--- config.mk ---
export PLATFORM = sky130hd
export DESIGN_NAME = finv_sched_flat
export DESIGN_NICKNAME = d
export VERILOG_FILES = /design/src/rtl/finv_sched_if.sv /design/src/rtl/finv_sched.sv /design/src/flat_wrapper.sv
export SDC_FILE = /design/constraint.sdc
export NUM_CORES = 1
export LEC_CHECK = 0
export ABC_AREA = 1
export BUFFER_PORTS_ARGS = -buffer_cell sky130_fd_sc_hd__buf_2
export CAP_MARGIN = 20
export CORE_MARGIN = 3
export CORE_UTILIZATION = 41
export DETAILED_ROUTE_END_ITERATION = 12
export MAX_ROUTING_LAYER = met4
export PLACE_DENSITY = 0.88
export SLEW_MARGIN = 20
export SYNTH_ARGS = -nofsm -noshare
export SYNTH_HDL_FRONTEND = slang
export SYNTH_SLANG_ARGS = --single-unit
--- constraint.sdc ---
create_clock -name clk -period 3 [get_ports clk]
set_input_delay 0.3 -clock clk [delete_from_list [all_inputs] [get_ports clk]]
set_output_delay 0.3 -clock clk [all_outputs]
set_load 0.005 [all_outputs]
--- src/rtl/finv_sched_if.sv ---
// finv_sched_if: requester-side bundle of the shared reciprocal scheduler (requests in, results out).
interface finv_sched_if #(
    parameter int NREQ = 4,
    parameter int IDW  = 2
);
    logic [NREQ-1:0]    req_valid;
    logic [32*NREQ-1:0] req_x;
    logic [NREQ-1:0]    req_ready;
    logic [NREQ-1:0]    rsp_valid;
    logic [31:0]        rsp_y;
    logic [IDW-1:0]     rsp_id;
    modport master (output req_valid, req_x, input req_ready, rsp_valid, rsp_y, rsp_id);
    modport slave  (input req_valid, req_x, output req_ready, rsp_valid, rsp_y, rsp_id);
endinterface

--- src/rtl/finv_sched.sv ---
// finv_sched: round-robin sharing of one fixed-latency finv among NREQ requesters, with id tags and outstanding counts.
module finv_sched #(
    parameter int NREQ = 4,
    parameter int IDW  = 2,
    parameter int LAT  = 3,
    parameter int CNTW = 3
) (
    input  logic                 clk,
    input  logic                 rstn,
    finv_sched_if.slave          rq,
    output logic [31:0]          fu_x,
    input  logic [31:0]          fu_y,
    output logic [NREQ*CNTW-1:0] outstanding,
    output logic                 busy
);
    logic [IDW-1:0]  ptr, gid, idx, nxt;
    logic            gnt;
    logic [NREQ-1:0] elig;
    logic [CNTW-1:0] cnt [NREQ];
    logic [LAT:0]    tv;
    logic [IDW-1:0]  tid [LAT+1];
    // Scan downwards so the candidate closest to ptr is the last to win.
    always_comb begin
        gnt = 1'b0;
        gid = '0;
        idx = '0;
        for (int k = NREQ - 1; k >= 0; k--) begin
            idx = IDW'((int'(ptr) + k) % NREQ);
            if (elig[idx]) begin
                gnt = 1'b1;
                gid = idx;
            end
        end
        nxt = IDW'((int'(gid) + 1) % NREQ);
    end
    assign rq.req_ready = gnt ? NREQ'(1) << gid : '0;
    assign rq.rsp_valid = tv[LAT] ? NREQ'(1) << tid[LAT] : '0;
    assign rq.rsp_id    = tid[LAT];
    assign rq.rsp_y     = fu_y;
    assign busy         = |tv;
    always_ff @(posedge clk or negedge rstn) begin
        if (!rstn) begin
            ptr <= '0;
            fu_x <= '0;
            tv <= '0;
            for (int k = 0; k <= LAT; k++) tid[k] <= '0;
        end else begin
            ptr <= gnt ? nxt : ptr;
            fu_x <= gnt ? rq.req_x[32*int'(gid) +: 32] : '0;
            tv <= {tv[LAT-1:0], gnt};
            tid[0] <= gid;
            for (int k = 1; k <= LAT; k++) tid[k] <= tid[k-1];
        end
    end
    genvar i;
    generate
        for (i = 0; i < NREQ; i++) begin : g_cnt
            logic inc, dec;
            assign elig[i] = rstn & rq.req_valid[i] & (cnt[i] != '1);
            assign inc = gnt && (gid == IDW'(i));
            assign dec = rq.rsp_valid[i];
            assign outstanding[i*CNTW +: CNTW] = cnt[i];
            always_ff @(posedge clk or negedge rstn) begin
                if (!rstn) cnt[i] <= '0;
                else if (inc && !dec) cnt[i] <= cnt[i] + 1'b1;
                else if (dec && !inc) cnt[i] <= cnt[i] - 1'b1;
            end
        end
    endgenerate
endmodule

--- src/flat_wrapper.sv ---
// flat-port wrapper written by rule: the top's interface ports become plain ports
module finv_sched_flat 
#(
    parameter int NREQ = 4,
    parameter int IDW  = 2,
    parameter int LAT  = 3,
    parameter int CNTW = 3
)
  (clk, rstn, fu_x, fu_y, outstanding, busy, rq_req_valid, rq_req_x, rq_req_ready, rq_rsp_valid, rq_rsp_y, rq_rsp_id);
  finv_sched_if #(.NREQ(NREQ), .IDW(IDW)) rq_i ();
  input  logic clk;
  input  logic rstn;
  output logic [31:0] fu_x;
  input  logic [31:0] fu_y;
  output logic [NREQ*CNTW-1:0] outstanding;
  output logic busy;
  input wire logic [$bits(rq_i.req_valid)-1:0] rq_req_valid;
  input wire logic [$bits(rq_i.req_x)-1:0] rq_req_x;
  output wire logic [$bits(rq_i.req_ready)-1:0] rq_req_ready;
  output wire logic [$bits(rq_i.rsp_valid)-1:0] rq_rsp_valid;
  output wire logic [$bits(rq_i.rsp_y)-1:0] rq_rsp_y;
  output wire logic [$bits(rq_i.rsp_id)-1:0] rq_rsp_id;
  assign rq_i.req_valid = rq_req_valid;
  assign rq_i.req_x = rq_req_x;
  assign rq_req_ready = rq_i.req_ready;
  assign rq_rsp_valid = rq_i.rsp_valid;
  assign rq_rsp_y = rq_i.rsp_y;
  assign rq_rsp_id = rq_i.rsp_id;
  finv_sched #(.NREQ(NREQ), .IDW(IDW), .LAT(LAT), .CNTW(CNTW)) u_core (.clk(clk), .rstn(rstn), .rq(rq_i), .fu_x(fu_x), .fu_y(fu_y), .outstanding(outstanding), .busy(busy));
endmodule
==> metrics.cfg <==
[run_status]
status = finished clean

[worst_setup_path]
cpPeakStageDelay_ns = 0.48
critPathRequiredTime_ns = 3.23
end_kind = flip-flop
cp.depth = 17
cp.arrival_ns = 3.04
cp-start-kind = flip-flop
crit_path_top_delay_cell = dfrtp_2
reg2reg_slack_ns = 0.20
crit_path_frequent_cell = nand2_1
r2r_cells = 17
path_cells = inv_2 -> nand3_1 -> nand2_1 -> nand2_1 -> nand2_1 -> inv_2 -> a21oi_2 -> nand2_4 -> nand2_4 -> nand2_1 -> nor2_1 -> ha_1 -> inv_1 -> fa_1 -> a21oi_1 -> o21ai_0 -> xnor2_1
cp_top_family = simple AND/OR/NAND/NOR gates
cp_max_fo = 7
worstSetupPathType = reg -> reg
path_buf_inv = 3

[floorplan]
rows = 33
coreArea_um2 = 8300
fp.dieH_um = 98.7
start_util_pct = 42.5
dieArea_um2 = 9750
io_pins = 253
die_w_um = 98.7

[synthesis]
synth_mux_area_share_pct = 1.28
synth_top_family_by_area = simple AND/OR/NAND/NOR gates
synth_cell_type_count = 27
synthCells = 472
syn-num-nets = 646
synth_fa_ha_area_share_pct = 3.69
synth_xor_area_share_pct = 2.45
ys_seq_elements = 58
synth_compound_area_share_pct = 3.09
syn_area_um2 = 3520
yosys_warnings = 0
postSynthAreaPerCell_um2 = 7.47
synth_simple_gate_area_share_pct = 33.6
ys_seq_area_share_pct = 41.2

[power]
p_leak_nw = 2.68
ir_drop_mv = 0.213
powerDensity_nw_per_um2 = 399
p_total_w = 0.00183

[clock_tree]
clock-sinks = 58
cts_max_level = 3
cts_root_buf = clkbuf_8
cts_buffers = 9
hold_buffers = 0
cts_tree = built
clk_latency_ns = 0.34
clkTransAtPathRegs_ns = 0.07
cts.path.max_buffers = 2

[placed_design]
dp.cells = 724
dp.final_hpwl_um = 8760
io_buffers = 188
place_congestion = 1.03
postPlaceCellArea_um2 = 4320

[layout]
seqCellArea_um2 = 1450
area_growth_pct = 30.1
final_cells = 739
layout.nets = 804
drive_above_1_share_pct = 36.6
nFillCells = 809
diodes = 0
final_area_um2 = 4590
multi_input_area_um2 = 1580

[timing]
tightest_slew_ns = 0.951
timing.fmax_ghz = 0.357
holdWs_ns = 0.170
fin_skew_ns = 0.0110
slew_headroom_pct = 36.5
period_minus_slack_ns = 2.80
final.setup.tns_ns = 0
drv_slew = 0
hold_viol_final = 0
setup_viol = 0
fin_crit_sh_pct = 93.4

[drt]
drt_first_pass_iters = 5
totalWireLength_um = 11200
final_antenna_net_count = 0
vias = 3686
viasPerCell = 4.99
drtIter0Drc = 144
drc = 0
post_drt_wl_per_cell_um = 15.2

[global_routing]
grt_max_degree = 59
overflow = 0
grt_pass1_wl_um = 17300
grt_pass1_vias = 3550
antenna_found_initial = 0
groute.usage.overall_pct = 23.3

[worst_hold_path]
min_path_type = in -> reg
holdPathStages = 3

[flow_run]
max-cap-violations = 0

## tightest hold or removal path, delay by kind of cell
family	cells	cell delay [ns]
and+or+nand+nor	2	0.11
buffers and inverters	1	0.07
## cells in the final DEF, fill, tap and decap left out, types with 6 or more instances in the layout
cell type / netlist / routed
nand3_1: 65 / 65
a21oi_1: 14 / 14
xnor2_1: 8 / 8
o21ai_0: 6 / 6
nand2_1: 200 / 200
buf_2: 10 / 188
inv_1: 38 / 38
clkbuf_8: 0 / 11
dfrtp_1: 58 / 57
buf_4: 37 / 10
## path summary, 6_finish.rpt
check,startpoint,to
worst max-delay path,u_core.ptr[0]$_DFFE_PN0P_,u_core.outstanding[2]$_DFFE_PN0P_
worst min-delay path,rq_req_x[86],u_core.fu_x[22]$_DFF_PN0_
worst max register to register,u_core.ptr[0]$_DFFE_PN0P_,u_core.outstanding[2]$_DFFE_PN0P_
worst min register to register,u_core.tid[5]$_DFF_PN0_,u_core.tid[3]$_DFF_PN0_
max in group asynchronous,rstn,u_core.ptr[0]$_DFFE_PN0P_
min in group asynchronous,rstn,u_core.outstanding[1]$_DFFE_PN0P_
## cell usage after synthesis
cell type / n / area share [%]
a21oi_1: 14 / 2.0
a21oi_2: 1 / 0.25
buf_1: 1 / 0.11
buf_2: 10 / 1.4
buf_4: 37 / 7.9
buf_6: 2 / 0.64
clkbuf_1: 1 / 0.11
dfrtp_1: 58 / 41
fa_1: 4 / 2.3
ha_1: 4 / 1.4
inv_1: 38 / 4.0
inv_2: 3 / 0.32
inv_4: 1 / 0.18
mux2_2: 4 / 1.3
nand2_1: 200 / 21
nand2_2: 2 / 0.35
nand2_4: 2 / 0.64
nand3_1: 65 / 9.2
nor2_1: 1 / 0.11
nor2_2: 1 / 0.18
nor2_4: 1 / 0.32
nor2_8: 1 / 0.57
nor3_1: 5 / 0.71
o21ai_0: 6 / 0.85
or4_1: 1 / 0.21
xnor2_1: 8 / 2.0
xor2_2: 1 / 0.46
## kinds of logic (layout without fill, tap and decap cells)
kind of cell / after synthesis / after routing
simple gates: 279 / 279
fa+ha+maj: 8 / 8
buf+inv: 93 / 255
compound gates: 21 / 21
mux: 4 / 4
flops: 58 / 58
xor+xnor: 9 / 9
## flip-flops by register name (all words and copies together), names as in the netlist
signal and count:
u_core.ptr 2, u_core.tid 6, u_core.rq.rsp_id 2, u_core.fu_x 32, u_core.outstanding 12, u_core.tv 4
## report_power, final
group          total [W]  internal (W)  switching (W)
combinational   0.000139     0.0000759      0.0000627
sequential      0.000782      0.000782              0
clock           0.000910      0.000594       0.000316
## routing by layer
| layer | part of all wire, % | GRT usage (%) |
|---|---|---|
| met1 | 39 | 28.8 |
| met3 | 9.9 | 6.79 |
| met4 | 2.3 | 7.98 |
| met5 | 0 | - |
| met2 | 49 | 36.8 |
## stage by stage
step / util [%] / setup slack, ns
after detailed placement: 52.0 / 0.200
after global placement: 52.0 / 0.379
after CTS: 55.1 / 0.187
after global routing: 55.3 / -0.0145
after floorplan: - / 0.263
final: 55.3 / 0.197
## final cells by class
cell class / instances / share of cell area, %
Sequential cell: 58 / 31.7
Clock buffer: 11 / 3.30
Tap cell: 105 / 2.86
Inverter: 42 / 3.49
Multi-Input combinational cell: 321 / 34.4
Timing Repair Buffer: 198 / 22.1
Clock inverter: 4 / 2.15
## timing repair
item                                   in CTS  in global routing
setup buffers                               0                  0
gates resized for setup                     0                  3
endpoints found under the hold margin       0                  0
setup endpoints to repair                   0                 13
Note: power is estimated with default switching activity, not from simulation.
